==> config.mk <==
export PLATFORM = sky130hd
export DESIGN_NAME = adder_seq_ctrl
export DESIGN_NICKNAME = d
export VERILOG_FILES = /design/src/rtl/adder_seq_ctrl.sv
export SDC_FILE = /design/constraint.sdc
export NUM_CORES = 1
export LEC_CHECK = 0
export ABC_AREA = 1
export CAP_MARGIN = 30
export CORE_AREA = 2 2 95 74
export DETAILED_ROUTE_END_ITERATION = 8
export DIE_AREA = 0 0 97 76
export PLACE_DENSITY = 0.77
export SETUP_SLACK_MARGIN = 0.2
export SYNTH_ARGS = -nofsm -noshare
export SYNTH_HDL_FRONTEND = slang
export SYNTH_SLANG_ARGS = --single-unit
==> constraint.sdc <==
create_clock -name clk -period 4.5 [get_ports clk]
set_input_delay 0.9 -clock clk [delete_from_list [all_inputs] [get_ports clk]]
set_output_delay 0.9 -clock clk [all_outputs]
set_load 0.005 [all_outputs]
==> src/rtl/adder_seq_ctrl.sv <==
// Sequential adder controller: a single 4-bit ripple slice is reused once per
// nibble, LSB nibble first. The result is published on SUM/CARRY/OVF only when
// all nibbles are done, together with a one-cycle DONE pulse.
//
//   state | meaning
//   ------+-----------------------------------------------------------------
//   IDLE  | waiting for start; outputs hold the last published result
//   RUN   | one nibble per cycle through the slice, carry chained via cy_reg
//   FIN   | result published, done pulses; a new start is accepted here

module Adder4bit (
  input  logic [3:0] a,
  input  logic [3:0] b,
  input  logic       cin,
  output logic [3:0] sum,
  output logic       cout
);

  // Four full adders chained bit by bit.
  always_comb begin : ripple
    logic c;
    c    = cin;
    sum  = '0;
    for (int i = 0; i < 4; i++) begin
      sum[i] = a[i] ^ b[i] ^ c;
      c      = (a[i] & b[i]) | (c & (a[i] ^ b[i]));
    end
    cout = c;
  end

endmodule

module adder_seq_ctrl #(
  parameter int NIBBLES = 4
) (
  input  logic                 clk,
  input  logic                 rst,
  input  logic                 start,
  input  logic [4*NIBBLES-1:0] a,
  input  logic [4*NIBBLES-1:0] b,
  input  logic                 cin,
  output logic                 busy,
  output logic                 done,
  output logic [4*NIBBLES-1:0] sum,
  output logic                 carry,
  output logic                 ovf
);

  localparam int W  = 4 * NIBBLES;
  // Counter reaches NIBBLES after the last nibble, so it must hold NIBBLES.
  localparam int CW = (NIBBLES < 1) ? 1 : $clog2(NIBBLES + 1);

  typedef enum logic [1:0] {
    IDLE = 2'd0,
    RUN  = 2'd1,
    FIN  = 2'd2
  } state_t;

  state_t        state;
  logic [CW-1:0] cnt;
  logic          cy_reg;
  logic [W-1:0]  op_a;
  logic [W-1:0]  op_b;
  logic [W-1:0]  res;

  logic [3:0]    nib_a;
  logic [3:0]    nib_b;
  logic [3:0]    slice_sum;
  logic          slice_cout;
  logic [W-1:0]  res_next;
  logic          last_nib;
  logic          ovf_next;

  // Select the operand nibbles addressed by the counter.
  always_comb begin
    nib_a = '0;
    nib_b = '0;
    for (int i = 0; i < NIBBLES; i++) begin
      if (cnt == CW'(i)) begin
        nib_a = op_a[4*i +: 4];
        nib_b = op_b[4*i +: 4];
      end
    end
  end

  Adder4bit u_slice (
    .a    (nib_a),
    .b    (nib_b),
    .cin  (cy_reg),
    .sum  (slice_sum),
    .cout (slice_cout)
  );

  // Merge this cycle's slice result into the partial result vector.
  always_comb begin
    res_next = res;
    for (int i = 0; i < NIBBLES; i++) begin
      if (cnt == CW'(i)) begin
        res_next[4*i +: 4] = slice_sum;
      end
    end
  end

  assign last_nib = (cnt == CW'(NIBBLES - 1));
  assign ovf_next = (op_a[W-1] == op_b[W-1]) && (res_next[W-1] != op_a[W-1]);

  // Sequencer with registered outputs; partial results stay in res until the
  // final nibble, so SUM never shows an intermediate value.
  always_ff @(posedge clk) begin
    if (rst) begin
      state  <= IDLE;
      cnt    <= '0;
      cy_reg <= 1'b0;
      op_a   <= '0;
      op_b   <= '0;
      res    <= '0;
      busy   <= 1'b0;
      done   <= 1'b0;
      sum    <= '0;
      carry  <= 1'b0;
      ovf    <= 1'b0;
    end else begin
      done <= 1'b0;
      case (state)
        IDLE, FIN: begin
          if (start) begin
            op_a   <= a;
            op_b   <= b;
            cy_reg <= cin;
            cnt    <= '0;
            res    <= '0;
            busy   <= 1'b1;
            state  <= RUN;
          end else begin
            busy   <= 1'b0;
            state  <= IDLE;
          end
        end
        RUN: begin
          res    <= res_next;
          cy_reg <= slice_cout;
          cnt    <= cnt + CW'(1);
          if (last_nib) begin
            sum   <= res_next;
            carry <= slice_cout;
            ovf   <= ovf_next;
            done  <= 1'b1;
            state <= FIN;
          end
        end
        default: begin
          busy  <= 1'b0;
          state <= IDLE;
        end
      endcase
    end
  end

endmodule
==> results of run 1 <==
[synthesized netlist by cell type]
cell	count	area, um^2
nand2_1	101	379.1
inv_2	4	15.01
nor2_4	2	22.52
or2_2	1	6.260
clkbuf_2	1	5.000
a21oi_1	31	155.2
fa_1	4	80.08
buf_2	12	60.06
buf_6	2	22.52
nand3_1	48	240.2
o21ai_0	52	260.3
nand2_2	3	18.77
nor2_1	60	225.2
clkbuf_1	5	18.77
dfxtp_1	71	1421
o21ai_1	4	20.02
inv_1	46	172.7
ha_1	5	62.56
buf_4	6	45.04
[routing by layer]
| layer | share of wire (%) | up-vias |
|---|---|---|
| met3 | 5.3 | 8 |
| li1 | - | 1530 |
| met4 | 1.1 | 0 |
| met5 | 0 | - |
| met1 | 51 | 1323 |
| met2 | 43 | 81 |
[through the flow]
step,instance area (um^2),utilization (%),cells
2_1_floorplan,3231,-,458
3_3_place_gp,3757,57.46,574
3_5_place_dp,3757,57.46,574
4_1_cts,3920,59.95,588
5_1_grt,3920,59.95,588
6_report,3920,59.95,588
[where the power goes]
group	switching [W]	internal (W)	leakage, nW
sequential	0.0000186	0.000662	0.581
combinational	0.000154	0.0000940	0.949
clock	0.000224	0.000209	0.0813
[kinds of logic (layout without fill, tap and decap cells)]
family | count (synthesis) | in the layout | synth area share (%)
AND/OR/NAND/NOR | 215 | 215 | 27.61
AO/OA/AOI/OAI | 87 | 87 | 13.48
buffers and inverters | 76 | 122 | 10.50
flip-flops | 71 | 71 | 44.00
adder cells (fa/ha/maj) | 9 | 9 | 4.415
[how the worst max path moves through the flow]
stage,end,from,cells after the start
6_report,res[11]$_SDFFE_PP0P_,cnt[2]$_SDFFE_PP0P_,15
5_1_grt,sum[11]$_SDFFE_PP0P_,cnt[2]$_SDFFE_PP0P_,15
4_1_cts,res[11]$_SDFFE_PP0P_,cnt[2]$_SDFFE_PP0P_,15
3_5_place_dp,sum[11]$_SDFFE_PP0P_,cnt[2]$_SDFFE_PP0P_,15
3_3_place_gp,sum[3]$_SDFFE_PP0P_,cnt[2]$_SDFFE_PP0P_,15
2_1_floorplan,res[7]$_SDFFE_PP0P_,cnt[2]$_SDFFE_PP0P_,17
[area by class of cell]
class | instances | area, um^2
repair buffers | 58 | 573.1
flip-flops and latches | 71 | 1421
multi-input cells | 311 | 1470
well taps | 84 | 105.1
fillers | 628 | 2619
inverters | 50 | 187.7
clock buffers | 11 | 141.4
clock inverters | 3 | 21.27
[worst max-delay path, cell delays in order (launching register included)]
cell and delay, ns:
dfxtp_1 0.33, inv_1 0.32, ha_1 0.47, inv_1 0.27
o21ai_0 0.15, inv_1 0.06, nand2_1 0.06, nand2_1 0.06
fa_1 0.40, fa_1 0.39, fa_1 0.39, fa_1 0.47
inv_1 0.14, nand3_1 0.13, nand3_1 0.13, a21oi_1 0.06
==> impl_metrics.tcl, run 1 <==
set metrics [dict create \
    outcome "finished clean" \
    io_pins 56 \
    wl_mm 7.411 \
    grt_busiest_layer "met2" \
    endpoint_kind "flop" \
    ys_seq_area_share_pct 44.00 \
    syn_to_final_growth_pct 21.34 \
    clkSinkCount 71 \
    tns_ns 0 \
    layout_common_cells "nand2_1, dfxtp_1, nor2_1" \
    die_y_um 76 \
    grt_util_met3_pct 5.413 \
    rsz0062_at_grt "false" \
    initial_utilization_pct 49.41 \
    reg2reg_depth 15 \
    whs_endpoint "op_a[1]$_SDFFE_PP0P_" \
    min_from "op_a[1]$_SDFFE_PP0P_" \
    die_area_um2 7372 \
    cts_tree "yes" \
    ant_nets 0 \
    gp_congestion 0.8803 \
    grt_max_degree 50 \
    synth-seq-cells 71 \
    cp-start-kind "flop" \
    drtIter0Drc 172 \
    grt_usage_pct 21.20 \
    setup_viol_count_final 0 \
    antenna_found_initial 0 \
    netlist_area_um2 3231 \
    min_period_ns 3.968 \
    die_width_um 97 \
    ir_drop_mv 0.1795 \
    final.setup.worst_slack_ns 0.5321 \
    r2r_end "res[11]$_SDFFE_PP0P_" \
    worstHoldPathType "reg -> reg" \
    critPathArrivalTime_ns 4.19 \
    drv_cap 0 \
    grt_pass1_vias 2728 \
    powerDensity_nw_per_um2 347.4 \
    clockRootBuffer "clkbuf_8" \
    finalCritPeriodShare_pct 88.18 \
    max_freq_mhz 252.0 \
    syn_nets 503 \
    hold_buffers 0 \
    hold_viol 0 \
    io_buffers 55 \
    h-tree-depth 3 \
    nNetsFinal 546 \
    power_leakage_nw 1.611 \
    final_common_cell "nand2_1" \
    yosys_warnings 0 \
    tightestPinTransition_ns 0.7252 \
    min_path_cells 2 \
    rr_startpoint "cnt[2]$_SDFFE_PP0P_" \
    postCtsResizedCells 0 \
    grt_util_met2_pct 31.87 \
    wire_per_inst_um 12.60 \
    vias 2942 \
    post-place-ws_ns 0.5930 \
    drive_gt1_share_pct 5.159 \
    synthCells 458 \
    core_area_um2 6539 \
    reg.largest.list "op_a: 16 flops, op_b: 16 flops, sum: 16 flops" \
    dr.pass1.iters 4 \
    drc 0 \
    vias_per_cell 5.003 \
    grt_overflow_total 0 \
    numCtsBuffers 9 \
    clk_pin_slew_ns 0.07 \
    critPathKind "reg -> reg" \
    cp_max_fo 16 \
    finalClockSkew_ns 0.008980 \
    grt_pass1_wl_mm 12.86 \
    slew_violations 0 \
    post_cts_buffers 0 \
    required_ns 4.72 \
    antenna_cells 0 \
    clkLatencyLatePin_ns 0.34 \
    p_total_w 0.001362 \
    grtUsageMet1_pct 30.56 \
    slew_headroom_pct 51.58 \
    synth.distinct_cells 19 \
    synth_area_per_cell_um2 7.054 \
    whs_ns 0.4604 \
    dp_hpwl_mm 5.141 \
    cts_buffer_depth 2 \
    reg2reg_slack_ns 0.53 \
    std_cell_rows 26 \
]
No activity file was read; power rests on OpenSTA's default activity.
==> inputs of run 2 (changes only) <==
RECOVER_POWER = 100   (was default)
==> run 2 against run 1 <==
  * Sequential share of layout area increased by 0.081 points
  * Worst setup slack worse by 0.0029 ns
  * First-iteration DRC count stayed put
  * Critical path depth stayed put
  * Hold slack got worse by 0.00079 ns
  * Register-to-register slack about the same
  * Sequential cell count did not move
  * Largest power group unchanged
==> impl_metrics.tcl, run 2 (synthesis gave the netlist of run 1 again) <==
set metrics [dict create \
    seq_power_share_pct 50.1 \
    hold_buffers 0 \
    core_area_um2 6539 \
    clkLatencyLatePin_ns 0.34 \
    antenna_cells 0 \
    io_pins 56 \
    critPathArrivalTime_ns 4.14 \
    cts_tree "yes" \
    pwr-share-clk_pct 31.8 \
    postLayoutCoreUtil_pct 59.82 \
    vias 2921 \
    cts_buffer_depth 2 \
    ant_nets 0 \
    io_buffers 55 \
    slew_violations 0 \
    ir_drop_mv 0.1797 \
    max_freq_mhz 251.8 \
    grt_max_degree 50 \
    layout_common_cells "nand2_1, dfxtp_1, nor2_1" \
    drv_cap 0 \
    syn_to_final_growth_pct 21.07 \
    worstHoldPathType "reg -> reg" \
    final_common_cell "nand2_1" \
    setup_viol_count_final 0 \
    cp_max_fo 16 \
    cp-start-kind "flop" \
    drtIter0Drc 172 \
    dp_hpwl_mm 5.141 \
    fillerInstances 632 \
    vias_per_cell 4.968 \
    slew_headroom_pct 12.94 \
    finalClockSkew_ns 0.008597 \
    reg2reg_slack_ns 0.53 \
    p_int_w 0.0009642 \
    clkSinkCount 71 \
    outcome "finished clean" \
    grt_pass1_vias 2728 \
    numCtsBuffers 9 \
    initial_utilization_pct 49.41 \
    tightestPinTransition_ns 1.304 \
    gp_congestion 0.8803 \
    endpoint_kind "flop" \
    dr.pass1.iters 5 \
    clockRootBuffer "clkbuf_8" \
    post_cts_buffers 0 \
    p_sw_w 0.0003941 \
    die_y_um 76 \
    grt_overflow_total 0 \
    seqCellArea_um2 1421 \
    place_area_um2 3757 \
    powerDensity_nw_per_um2 347.3 \
    wl_mm 7.371 \
    multi_input_area_um2 1465 \
    reg.largest.list "op_a: 16 flops, op_b: 16 flops, sum: 16 flops" \
    nNetsFinal 546 \
    die_area_um2 7372 \
    clk_pin_slew_ns 0.07 \
    hold_viol 0 \
    min_period_ns 3.971 \
    rsz0062_at_grt "false" \
    tns_ns 0 \
    drc 0 \
    drive_gt1_share_pct 3.968 \
    postCtsResizedCells 0 \
    finalCritPeriodShare_pct 88.24 \
    die_width_um 97 \
    grt_pass1_wl_mm 12.86 \
    power_leakage_nw 1.683 \
    final_area_um2 3911 \
    grt_usage_pct 21.20 \
    switching_share_pct 29.01 \
    std_cell_rows 26 \
    combPwrFrac_pct 18.1 \
    critPathKind "reg -> reg" \
    h-tree-depth 3 \
    antenna_found_initial 0 \
    wire_per_inst_um 12.54 \
    required_ns 4.67 \
]
-- run 2: cell types whose count changed in the layout (fill, tap and decap cells not counted), sizes merged --
cell           before  now
buf                 3    2
dlygate4sd3         0   22
clkdlybuf4s50      55   33
clkbuf             11   12
-- run 2: metrics by stage --
stage / std cells / power, W / hold WS [ns] / setup slack [ns]
global route: 588 / 0.001434 / 0.4853 / 0.1957
detailed placement: 574 / 0.0009403 / 0.4514 / 0.5930
finish: 588 / 0.001358 / 0.4596 / 0.5292
floorplan: 458 / 0.0008594 / 0.4297 / 1.195
CTS: 588 / 0.001368 / 0.4643 / 0.5873
global placement: 574 / 0.0009349 / 0.4484 / 0.7350
-- run 2: cell type report --
type | count | share of cell area [%]
Sequential cell | 71 | 36.34
Clock inverter | 3 | 0.5438
Timing Repair Buffer | 58 | 14.56
Inverter | 50 | 4.798
Tap cell | 84 | 2.687
Clock buffer | 11 | 3.615
Multi-Input combinational cell | 311 | 37.46
-- run 2: layer usage --
| metal | global-route usage [%] | part of all wire, % | routed length (um) | vias to the layer above |
|---|---|---|---|---|
| met5 | 0 | 0 | 0 | - |
| met4 | 5.352 | 0.42 | 31 | 0 |
| met3 | 5.413 | 5.7 | 418 | 5 |
| met2 | 31.87 | 44 | 3251 | 79 |
| met1 | 30.56 | 50 | 3669 | 1308 |
| li1 | - | - | - | 1529 |
-- run 2: path summary, 6_finish.rpt --
path	from	endpoint	cells after the start
min reg2reg	op_a[1]$_SDFFE_PP0P_	op_a[1]$_SDFFE_PP0P_	2
min	op_a[1]$_SDFFE_PP0P_	op_a[1]$_SDFFE_PP0P_	2
max	cnt[2]$_SDFFE_PP0P_	res[11]$_SDFFE_PP0P_	15
max reg2reg	cnt[2]$_SDFFE_PP0P_	res[11]$_SDFFE_PP0P_	15
-- run 2: worst max-delay path: stages, from the launching register on --
cell	delay (ns)
dfxtp_1	0.33
inv_1	0.32
ha_1	0.46
inv_1	0.27
o21ai_0	0.14
inv_1	0.06
nand2_1	0.06
nand2_1	0.06
fa_1	0.40
fa_1	0.39
fa_1	0.39
fa_1	0.47
inv_1	0.14
nand3_1	0.12
nand3_1	0.13
a21oi_1	0.06
-- run 2: power by group through the flow --
stage          Clock, W  Sequential, W  Combinational [W]
2_1_floorplan         0       0.000689           0.000170
3_3_place_gp          0       0.000693           0.000242
3_5_place_dp          0       0.000695           0.000246
4_1_cts        0.000439       0.000681           0.000248
5_1_grt        0.000471       0.000684           0.000280
6_report       0.000431       0.000681           0.000246
